## src/rtl/div_pkg.sv

```systemverilog
// Shared definitions for the parametrised restoring divider.
// Imported by div_param and div_clz.
package div_pkg;

    typedef enum logic [1:0] {
        DIV_FREE   = 2'd0,
        DIV_BYZERO = 2'd1,
        DIV_ON     = 2'd2,
        DIV_END    = 2'd3
    } div_state_e;

    localparam logic DIV_START     = 1'b1;
    localparam logic DIV_STOP      = 1'b0;
    localparam logic DIV_READY     = 1'b1;
    localparam logic DIV_NOT_READY = 1'b0;

    // Widest operand the zero test accepts; callers zero-extend into it.
    localparam int DIV_MAX_W = 4096;

    function automatic logic div_is_zero(input logic [DIV_MAX_W-1:0] w);
        return w == '0;
    endfunction

endpackage

```

## src/rtl/div_clz.sv

```systemverilog
// Combinational leading-zero counter; an all-zero input yields WIDTH.
// Used by div_param only when DIV_EARLY_EXIT_EN is defined.
module div_clz
    import div_pkg::*;
#(
    parameter int WIDTH = 32,
    localparam int CW = $clog2(WIDTH + 1)
) (
    input  logic [WIDTH-1:0] value_i,
    output logic [CW-1:0]    count_o
);

    // Scan upward so the highest set bit wins.
    always_comb begin
        count_o = CW'(WIDTH);
        for (int i = 0; i < WIDTH; i++) begin
            if (value_i[i]) begin
                count_o = CW'(WIDTH - 1 - i);
            end
        end
    end

endmodule

```

## src/rtl/div_param.sv

```systemverilog
// Multicycle radix-2 restoring divider, signed/unsigned, start/ready/cancel.
// Define DIV_EARLY_EXIT_EN to skip leading-zero iterations of the dividend.
module div_param
    import div_pkg::*;
#(
    parameter int WIDTH = 32
) (
    input  logic               clk,
    input  logic               rst,
    input  logic               signed_div_i,
    input  logic [WIDTH-1:0]   opdata1_i,
    input  logic [WIDTH-1:0]   opdata2_i,
    input  logic               start_i,
    input  logic               cancel_i,
    output logic [2*WIDTH-1:0] result_o,
    output logic               ready_o,
    output logic               busy_o,
    output logic               div_zero_o
);

    localparam int CW = $clog2(WIDTH + 1);
    localparam int SW = 2 * WIDTH + 1;

    div_state_e state_q, state_d;

    logic [CW-1:0]      cnt_q, cnt_d;
    logic [SW-1:0]      sh_q, sh_d;
    logic [WIDTH-1:0]   dvs_q, dvs_d;
    logic               sgn_q, sgn_d;
    logic               s1_q, s1_d;
    logic               s2_q, s2_d;
    logic               dz_q, dz_d;
    logic [2*WIDTH-1:0] result_q, result_d;
    logic               ready_q, ready_d;
    logic               div_zero_q, div_zero_d;

    logic               a_neg, b_neg;
    logic [WIDTH-1:0]   a_mag, b_mag;
    logic [WIDTH-1:0]   a_pre;
    logic [CW-1:0]      lz;
    logic               accept;
    logic               b_zero;
    logic [WIDTH+1:0]   diff;
    logic               borrow;
    logic [WIDTH-1:0]   quo_raw, rem_raw;
    logic [WIDTH-1:0]   quo_fix, rem_fix;

    assign a_neg  = signed_div_i & opdata1_i[WIDTH-1];
    assign b_neg  = signed_div_i & opdata2_i[WIDTH-1];
    assign a_mag  = a_neg ? -opdata1_i : opdata1_i;
    assign b_mag  = b_neg ? -opdata2_i : opdata2_i;
    assign b_zero = div_is_zero(DIV_MAX_W'(opdata2_i));
    assign accept = (start_i == DIV_START) && !cancel_i;

`ifdef DIV_EARLY_EXIT_EN
    div_clz #(
        .WIDTH (WIDTH)
    ) u_clz (
        .value_i (a_mag),
        .count_o (lz)
    );
`else
    assign lz = '0;
`endif

    // Leading zeros of the dividend contribute only zero quotient bits.
    assign a_pre = a_mag << lz;

    // Partial remainder plus next dividend bit sits in sh_q[2W:W].
    assign diff   = {1'b0, sh_q[SW-1:WIDTH]} - {2'b0, dvs_q};
    assign borrow = diff[WIDTH+1];

    // Fix-up stores rem at [2W:W+1] and quo at [W-1:0], same as in ON.
    assign quo_raw = sh_q[WIDTH-1:0];
    assign rem_raw = sh_q[SW-1:WIDTH+1];
    assign quo_fix = (sgn_q & (s1_q ^ s2_q)) ? -quo_raw : quo_raw;
    assign rem_fix = (sgn_q & s1_q) ? -rem_raw : rem_raw;

    always_comb begin
        state_d    = state_q;
        cnt_d      = cnt_q;
        sh_d       = sh_q;
        dvs_d      = dvs_q;
        sgn_d      = sgn_q;
        s1_d       = s1_q;
        s2_d       = s2_q;
        dz_d       = dz_q;
        result_d   = result_q;
        ready_d    = ready_q;
        div_zero_d = div_zero_q;

        unique case (state_q)
            DIV_FREE: begin
                result_d   = '0;
                ready_d    = DIV_NOT_READY;
                div_zero_d = 1'b0;
                if (accept) begin
                    sgn_d = signed_div_i;
                    s1_d  = opdata1_i[WIDTH-1];
                    s2_d  = opdata2_i[WIDTH-1];
                    dvs_d = b_mag;
                    dz_d  = 1'b0;
                    cnt_d = lz;
                    sh_d  = {WIDTH'(0), a_pre, 1'b0};
                    if (b_zero) begin
                        state_d = DIV_BYZERO;
                    end else begin
                        state_d = DIV_ON;
                    end
                end
            end

            DIV_BYZERO: begin
                if (cancel_i) begin
                    state_d = DIV_FREE;
                end else begin
                    sh_d    = '0;
                    dz_d    = 1'b1;
                    state_d = DIV_END;
                end
            end

            DIV_ON: begin
                if (cancel_i) begin
                    state_d = DIV_FREE;
                end else if (cnt_q != CW'(WIDTH)) begin
                    if (borrow) begin
                        sh_d = {sh_q[SW-2:0], 1'b0};
                    end else begin
                        sh_d = {diff[WIDTH-1:0], sh_q[WIDTH-1:0], 1'b1};
                    end
                    cnt_d = cnt_q + CW'(1);
                end else begin
                    sh_d    = {rem_fix, 1'b0, quo_fix};
                    state_d = DIV_END;
                end
            end

            DIV_END: begin
                result_d   = {rem_raw, quo_raw};
                ready_d    = DIV_READY;
                div_zero_d = dz_q;
                if (start_i == DIV_STOP) begin
                    state_d    = DIV_FREE;
                    result_d   = '0;
                    ready_d    = DIV_NOT_READY;
                    div_zero_d = 1'b0;
                end
            end

            default: begin
                state_d = DIV_FREE;
            end
        endcase
    end

    always_ff @(posedge clk or negedge rst) begin
        if (!rst) begin
            state_q    <= DIV_FREE;
            cnt_q      <= '0;
            sh_q       <= '0;
            dvs_q      <= '0;
            sgn_q      <= 1'b0;
            s1_q       <= 1'b0;
            s2_q       <= 1'b0;
            dz_q       <= 1'b0;
            result_q   <= '0;
            ready_q    <= DIV_NOT_READY;
            div_zero_q <= 1'b0;
        end else begin
            state_q    <= state_d;
            cnt_q      <= cnt_d;
            sh_q       <= sh_d;
            dvs_q      <= dvs_d;
            sgn_q      <= sgn_d;
            s1_q       <= s1_d;
            s2_q       <= s2_d;
            dz_q       <= dz_d;
            result_q   <= result_d;
            ready_q    <= ready_d;
            div_zero_q <= div_zero_d;
        end
    end

    assign result_o   = result_q;
    assign ready_o    = ready_q;
    assign div_zero_o = div_zero_q;
    assign busy_o     = (state_q != DIV_FREE);

endmodule

```

## config.mk

```make
export PLATFORM = sky130hd
export DESIGN_NAME = div_param
export DESIGN_NICKNAME = d
export VERILOG_FILES = /design/src/rtl/div_pkg.sv /design/src/rtl/div_clz.sv /design/src/rtl/div_param.sv
export SDC_FILE = /design/constraint.sdc
export NUM_CORES = 1
export LEC_CHECK = 0
export ABC_CLOCK_PERIOD_IN_PS = 2700
export CORE_ASPECT_RATIO = 0.8
export CORE_MARGIN = 4
export CORE_UTILIZATION = 28
export CTS_CLUSTER_DIAMETER = 100
export DETAILED_ROUTE_END_ITERATION = 10
export PLACE_DENSITY = 0.48
export REMOVE_ABC_BUFFERS = 1
export SLEW_MARGIN = 5
export SYNTH_ARGS = -nofsm -noshare
export SYNTH_HDL_FRONTEND = slang
export SYNTH_SLANG_ARGS = --single-unit
```

## constraint.sdc

```tcl
create_clock -name clk -period 2.7 [get_ports clk]
set_input_delay 0.405 -clock clk [delete_from_list [all_inputs] [get_ports clk]]
set_output_delay 0.405 -clock clk [all_outputs]
set_load 0.1 [all_outputs]
```

## After elaboration in Yosys (flattened, before gate mapping)

Cells that the tools add are included.

- Add/sub/neg operators: 6
- Multipliers: 0
- Div/mod/pow operators: 0
- Order comparisons: 0
- Eq/ne operators: 12
- Shift operators: 0
- Mux-type cells: 30
- Bitwise operators: 5
- Reductions and logical operators: 16

Operators with widths:

| cell | count |
|---|---|
| $mux W65 | 5 |
| $pmux W65 S3 | 1 |
| $mux W32 | 4 |
| $neg A32 Y32 | 4 |
| $pmux W64 S2 | 1 |
| $mux W64 | 1 |
| $sub A33 B32 Y34 | 1 |
| $logic_not A32 Y1 | 1 |
| $mux W6 | 3 |
| $mux W2 | 6 |
| $pmux W6 S2 | 1 |
| $ne A2 B2 Y1 const B | 5 |
| $reduce_and A5 Y1 | 2 |
| $ne A3 B3 Y1 const B | 3 |
| $pmux W2 S4 | 1 |
| $reduce_and A4 Y1 | 2 |
| $reduce_bool A2 Y1 | 4 |
| $add A6 B1 Y6 const B | 1 |
| $ne A6 B6 Y1 const B | 1 |
| $pmux W1 S2 | 3 |
| $reduce_and A3 Y1 | 2 |
| $and A1 B1 Y1 | 4 |
| $eq A2 B2 Y1 const B | 2 |
| $mux W1 | 4 |
| 7 further kinds | 7 |

- Register bits: 175
- Bits in latches: 0
- Memory bits (writable): 0
- ROM bits: 0
- Output and inout bits: 67
- Logic and storage cells: 82
- Memories: 0

## Logic depth before layout (Yosys ltp)

Gate-level depths: netlist of the first run.

- Word-level depth: 6
- Gate-level depth with buffers: 12
- Mapped depth without buffers: 12

## Worst setup path before layout of the first run

OpenSTA, ideal clock, no wires.

- Path kind: register to register
- From: register state_q[0]
- To: register sh_q[45]
- Data arrival time: 2922 ps
- Setup slack: -317 ps
- Stages on the path, launching flop included: 11
- Cells stage by stage: dfrtp_1 > inv_1 > ha_1 > inv_1 > o211ai_1 > a31oi_1 > nand2_1 > clkbuf_1 > a2111oi_0 > a21oi_1 > o31ai_1

- Cells in the longest elaborated chain, start to end: 3
- Elaborated cells on any way between the ends: 10
- Classes of those cells: 6 x eq/ne; 1 x mux; 3 x reduce/logical

Ends and longest elaborated chain:

| what | line | source |
|---|---|---|
| start, declared | div_param.sv:24 | `div_state_e state_q, state_d;` |
| start signal, assigned | div_param.sv:171 | `state_q <= state_d;` |
| $eq A2 B2 Y1, or another cell as far along | div_param.sv:92 | `unique case (state_q)` |
| $ne A3 B3 Y1 (no source line), or another cell as far along | - |  |
| $reduce_and A5 Y1 (no source line) | - |  |
| end signal, assigned | div_param.sv:161 | `sh_q <= '0;` |
| end signal, assigned | div_param.sv:173 | `sh_q <= sh_d;` |
| end, declared | div_param.sv:27 | `logic [SW-1:0] sh_q, sh_d;` |

Several ways; a longest one is shown, not always the timed one.
A chain may end at the register's enable or synchronous reset.

## Worst setup path after layout of the first run

- From: register dvs_q[26]
- To: register sh_q[38]

- Cells in the longest elaborated chain, start to end: 5

Ends and longest elaborated chain:

| what | line | source |
|---|---|---|
| start, declared | div_param.sv:28 | `logic [WIDTH-1:0] dvs_q, dvs_d;` |
| start signal, assigned | div_param.sv:174 | `dvs_q <= dvs_d;` |
| $sub A33 B32 Y34 | div_param.sv:70 | `assign diff = {1'b0, sh_q[SW-1:WIDTH]} - {2'b0, dvs_q};` |
| $mux W65 | div_param.sv:127 | `if (borrow) begin` |
| $mux W65 | div_param.sv:126 | `end else if (cnt_q != CW'(WIDTH)) begin` |
| $mux W65 | div_param.sv:124 | `if (cancel_i) begin` |
| $pmux W65 S3 | div_param.sv:92 |  |

Every way passes these cells. The select of a mux whose other input is x is not followed.

==> qor.yml, run 1 <==
status: "complete, but fails checks"
failed_checks: "negative hold slack, negative setup slack"
fin_hold_ws_ps: -6.24
final_nets: 1889
grtUsageMet1_pct: 28.5
grt_overflow_total: 0
die_x_microns: 240
fin_ws_ps: -118
core_area_sq_um: 42200
gr-usage-met3_pct: 2.55
antenna_found_initial: 0
setup_viol: 11
clockPowerShare_pct: 10.6
synth_adder_area_share_pct: 4.54
fin_crit_ps: 2820
synth_area_sq_um: 12000
startpoint: "dvs_q[26]"
cts_buffers: 17
slew_headroom_pct: 50.6
synth_compound_area_share_pct: 27.8
ys_dominant_reg_cell: "dfrtp_1"
place_ws_ps: -482
p_leak_nw: 7.69
grt_busiest_layer: "met1"
hold_viol: 8
start_util_pct: 28.5
die_h_microns: 193
htreeDepth: 4
portBuffers: 135
diodes: 0
drt_pass1_iterations: 5
ys_ff_latch: 175
rsz0062_at_grt: "yes"
hold_class: "input pin to asynchronous set/reset pin"
synth.mux.area_fraction_pct: 2.31
seq_area_frac_synth_pct: 36.4
placed_area_sq_um: 15800
switching_share_pct: 47.9
path_cells: "inv_1 -> ha_1 -> a21o_1 -> a21o_1 -> a221oi_2 -> o31ai_2 -> a22oi_2 -> buf_4 -> o21ai_4 -> buf_12 -> buf_12 -> mux2i_1 -> o22ai_1"
clockBufferDepth: 2
die-area_sq_um: 46300
synth_edf_count: 0
drv_slew: 0
p_comb_share_pct: 71.5
cts.sinks: 175
max_stage_delay_ps: 350
io_pins: 136
wl_per_cell_microns: 18.7
cp.arrival_ps: 3110
area_delta_synth_final_pct: 44.9
path_clk_slew_ps: 70
path_class: "flop to flop"
synth_top_family_by_area: "compound AO/OA/AOI/OAI gates"
drc_errors: 0
fin_area_sq_um: 17400
async_reset_ff_share_pct: 100
fillers: 4160
grt_start_max_net_pins: 67
clock-skew-final_ps: 9.01
synth-simple-area-share_pct: 17.7
vias: 12400
crit_buf_inv: 4
multiInputGateArea_sq_um: 7760
ys_types: 88
p_int_mw: 12.5
cts_tree: "yes"
drt_iter0_markers: 988
first_global_vias: 11900
synthXorXnorAreaFrac_pct: 6.48
syn_avg_cell_area_sq_um: 8.59
track_usage_pct: 18.4
use_met2_pct: 27.1
peakVddDrop_v: 0.000693
seq_power_share_pct: 17.9
rows: 67
vias_per_cell: 5.30
ys_warn_count: 0
p_per_area_nw_per_um2: 1370
insertion_delay_ps: 450
drive_above_1_share_pct: 30.2
maxCapViolCount: 0
routed_wl_mm: 43.9
crit_family: "compound AO/OA/AOI/OAI gates"
grt_pass1_wl_mm: 68.2
clockRootBuffer: "clkbuf_16"
place.gp.congestion: 0.854
max_freq_ghz: 0.355
place_hpwl_mm: 32.2
syn_inst: 1399
crit_slowest_cell: "a221oi_2"
worst_pin_slew_ps: 741
required_ps: 3000
critPathMaxFanout: 6
worstSetupEndpointType: "flop"
worstReg2RegStart: "dvs_q[26]"
worstSetupStartpointType: "flop"
period_share_pct: 104
ant_nets: 0
p_sw_mw: 11.5
regArea_sq_um: 4380
-- cells in the final DEF (no fill, tap or decap), types with 6 or more instances in the layout --
| cell | count |
|---|---|
| xor2_1 | 37 |
| or3_1 | 11 |
| a22o_1 | 70 |
| o221ai_1 | 12 |
| or4_1 | 9 |
| nor4_1 | 14 |
| buf_6 | 15 |
| o31ai_2 | 6 |
| inv_1 | 57 |
| a21oi_1 | 102 |
| ha_4 | 11 |
| a31oi_1 | 25 |
| a21o_1 | 19 |
| dfrtp_1 | 175 |
| o21a_1 | 18 |
| ha_1 | 31 |
| or3_4 | 7 |
| clkbuf_16 | 18 |
| buf_4 | 343 |
| and2_1 | 10 |
| xnor2_1 | 52 |
| a21oi_2 | 8 |
| buf_12 | 14 |
| o21ai_1 | 14 |
| nand2b_1 | 7 |
| mux2i_1 | 20 |
| nor2_1 | 104 |
| nand3_1 | 15 |
| o22ai_1 | 9 |
| nor3_1 | 40 |
| o21ai_0 | 98 |
| clkdlybuf4s50_1 | 67 |
| nand4_1 | 12 |
| o311ai_0 | 6 |
| o211ai_1 | 14 |
| o31ai_1 | 9 |
| nand2_1 | 122 |
-- final timing paths --
check	end	slack, ps	depth (start not counted)
min reg2reg	dvs_q[7]	480	2
max reg2reg	sh_q[38]	-120	13
max	sh_q[38]	-120	13
max in group asynchronous	sh_q[28]	1950	2
min in group clk	dvs_q[7]	480	2
min	result_o[1]	-6	1
-- repair_timing --
action,in CTS,in global routing
hold buffers,0,0
endpoints found under the setup margin,31,42
buffers inserted,23,11
gates resized for setup,63,96
pin swaps,27,27
gates cloned,1,1
-- cell type report --
type,count,area share (%)
Clock buffer,21,2.76
Clock inverter,11,0.618
Inverter,62,1.36
Multi-Input combinational cell,1079,44.6
Sequential cell,175,25.1
Tap cell,552,3.96
Timing Repair Buffer,442,21.6
-- power groups by stage --
stage | clock network, mW | registers (mW) | logic, mW
global placement | 0 | 4.29 | 14.1
detailed placement | 0 | 4.30 | 14.2
floorplan | 0 | 5.39 | 7.08
global route | 2.71 | 4.41 | 18.5
finish | 2.53 | 4.29 | 17.1
CTS | 2.61 | 4.27 | 15.5
-- registers in the layout (all words and copies together) (netlist names), 2 cells and up --
signal    count
state_q       2
cnt_q         6
sh_q         65
dvs_q        32
result_o     64
-- per-stage QoR --
| step | cells | utilization, % | power [mW] | hold slack, ps | setup TNS [ps] |
|---|---|---|---|---|---|
| 2_1_floorplan | 1316 | - | 12.5 | 109 | -182420 |
| 3_3_place_gp | 2274 | 37.4 | 18.4 | 468 | -9550 |
| 3_5_place_dp | 2274 | 37.4 | 18.5 | 470 | -10250 |
| 4_1_cts | 2330 | 40.0 | 22.4 | 0.0800 | -289 |
| 5_1_grt | 2342 | 41.3 | 25.6 | 30.9 | -2950 |
| 6_report | 2342 | 41.3 | 23.9 | -6.24 | -439 |
-- kinds of logic after synthesis --
| kind of cell | after synthesis |
|---|---|
| AO/OA/AOI/OAI | 501 |
| XOR/XNOR | 89 |
| flip-flops | 175 |
| multiplexers | 27 |
| adder cells (fa/ha/maj) | 43 |
| AND/OR/NAND/NOR | 419 |
| buffers and inverters | 145 |
-- cells in the mapped netlist (12+ instances only) --
| library cell | number | share of area, % |
|---|---|---|
| o21ai_0 | 112 | 4.7 |
| nand2_1 | 128 | 4.0 |
| nor2_1 | 107 | 3.3 |
| xnor2_1 | 52 | 3.8 |
| a22o_1 | 70 | 5.1 |
| clkbuf_1 | 74 | 2.3 |
| nor4_1 | 17 | 0.88 |
| o211ai_1 | 14 | 0.87 |
| nand4_1 | 12 | 0.62 |
| a21oi_1 | 112 | 4.7 |
| a21o_1 | 19 | 1.2 |
| mux2i_1 | 21 | 1.7 |
| o21a_1 | 19 | 1.2 |
| dfrtp_1 | 175 | 36 |
| or3_1 | 18 | 0.94 |
| o31ai_1 | 15 | 0.94 |
| nand3_1 | 17 | 0.71 |
| o221ai_1 | 12 | 0.87 |
| nor3_1 | 43 | 1.8 |
| a31oi_1 | 30 | 1.6 |
| ha_1 | 42 | 4.4 |
| xor2_1 | 37 | 2.7 |
| inv_1 | 62 | 1.9 |
-- per-layer routing --
layer / up-vias / share of wire, %
met3: 34 / 4.5
met2: 309 / 44
li1: 5963 / -
met5: - / 0
met4: 0 / 1.4
met1: 6115 / 50
No activity file was read; power rests on OpenSTA's default activity.
==> run 2, diff against run 1 <==
CTS_CLUSTER_DIAMETER = default   (was 100)
==> results of run 2 <==
Final layout, timing and power as in run 1 (identical DEF).
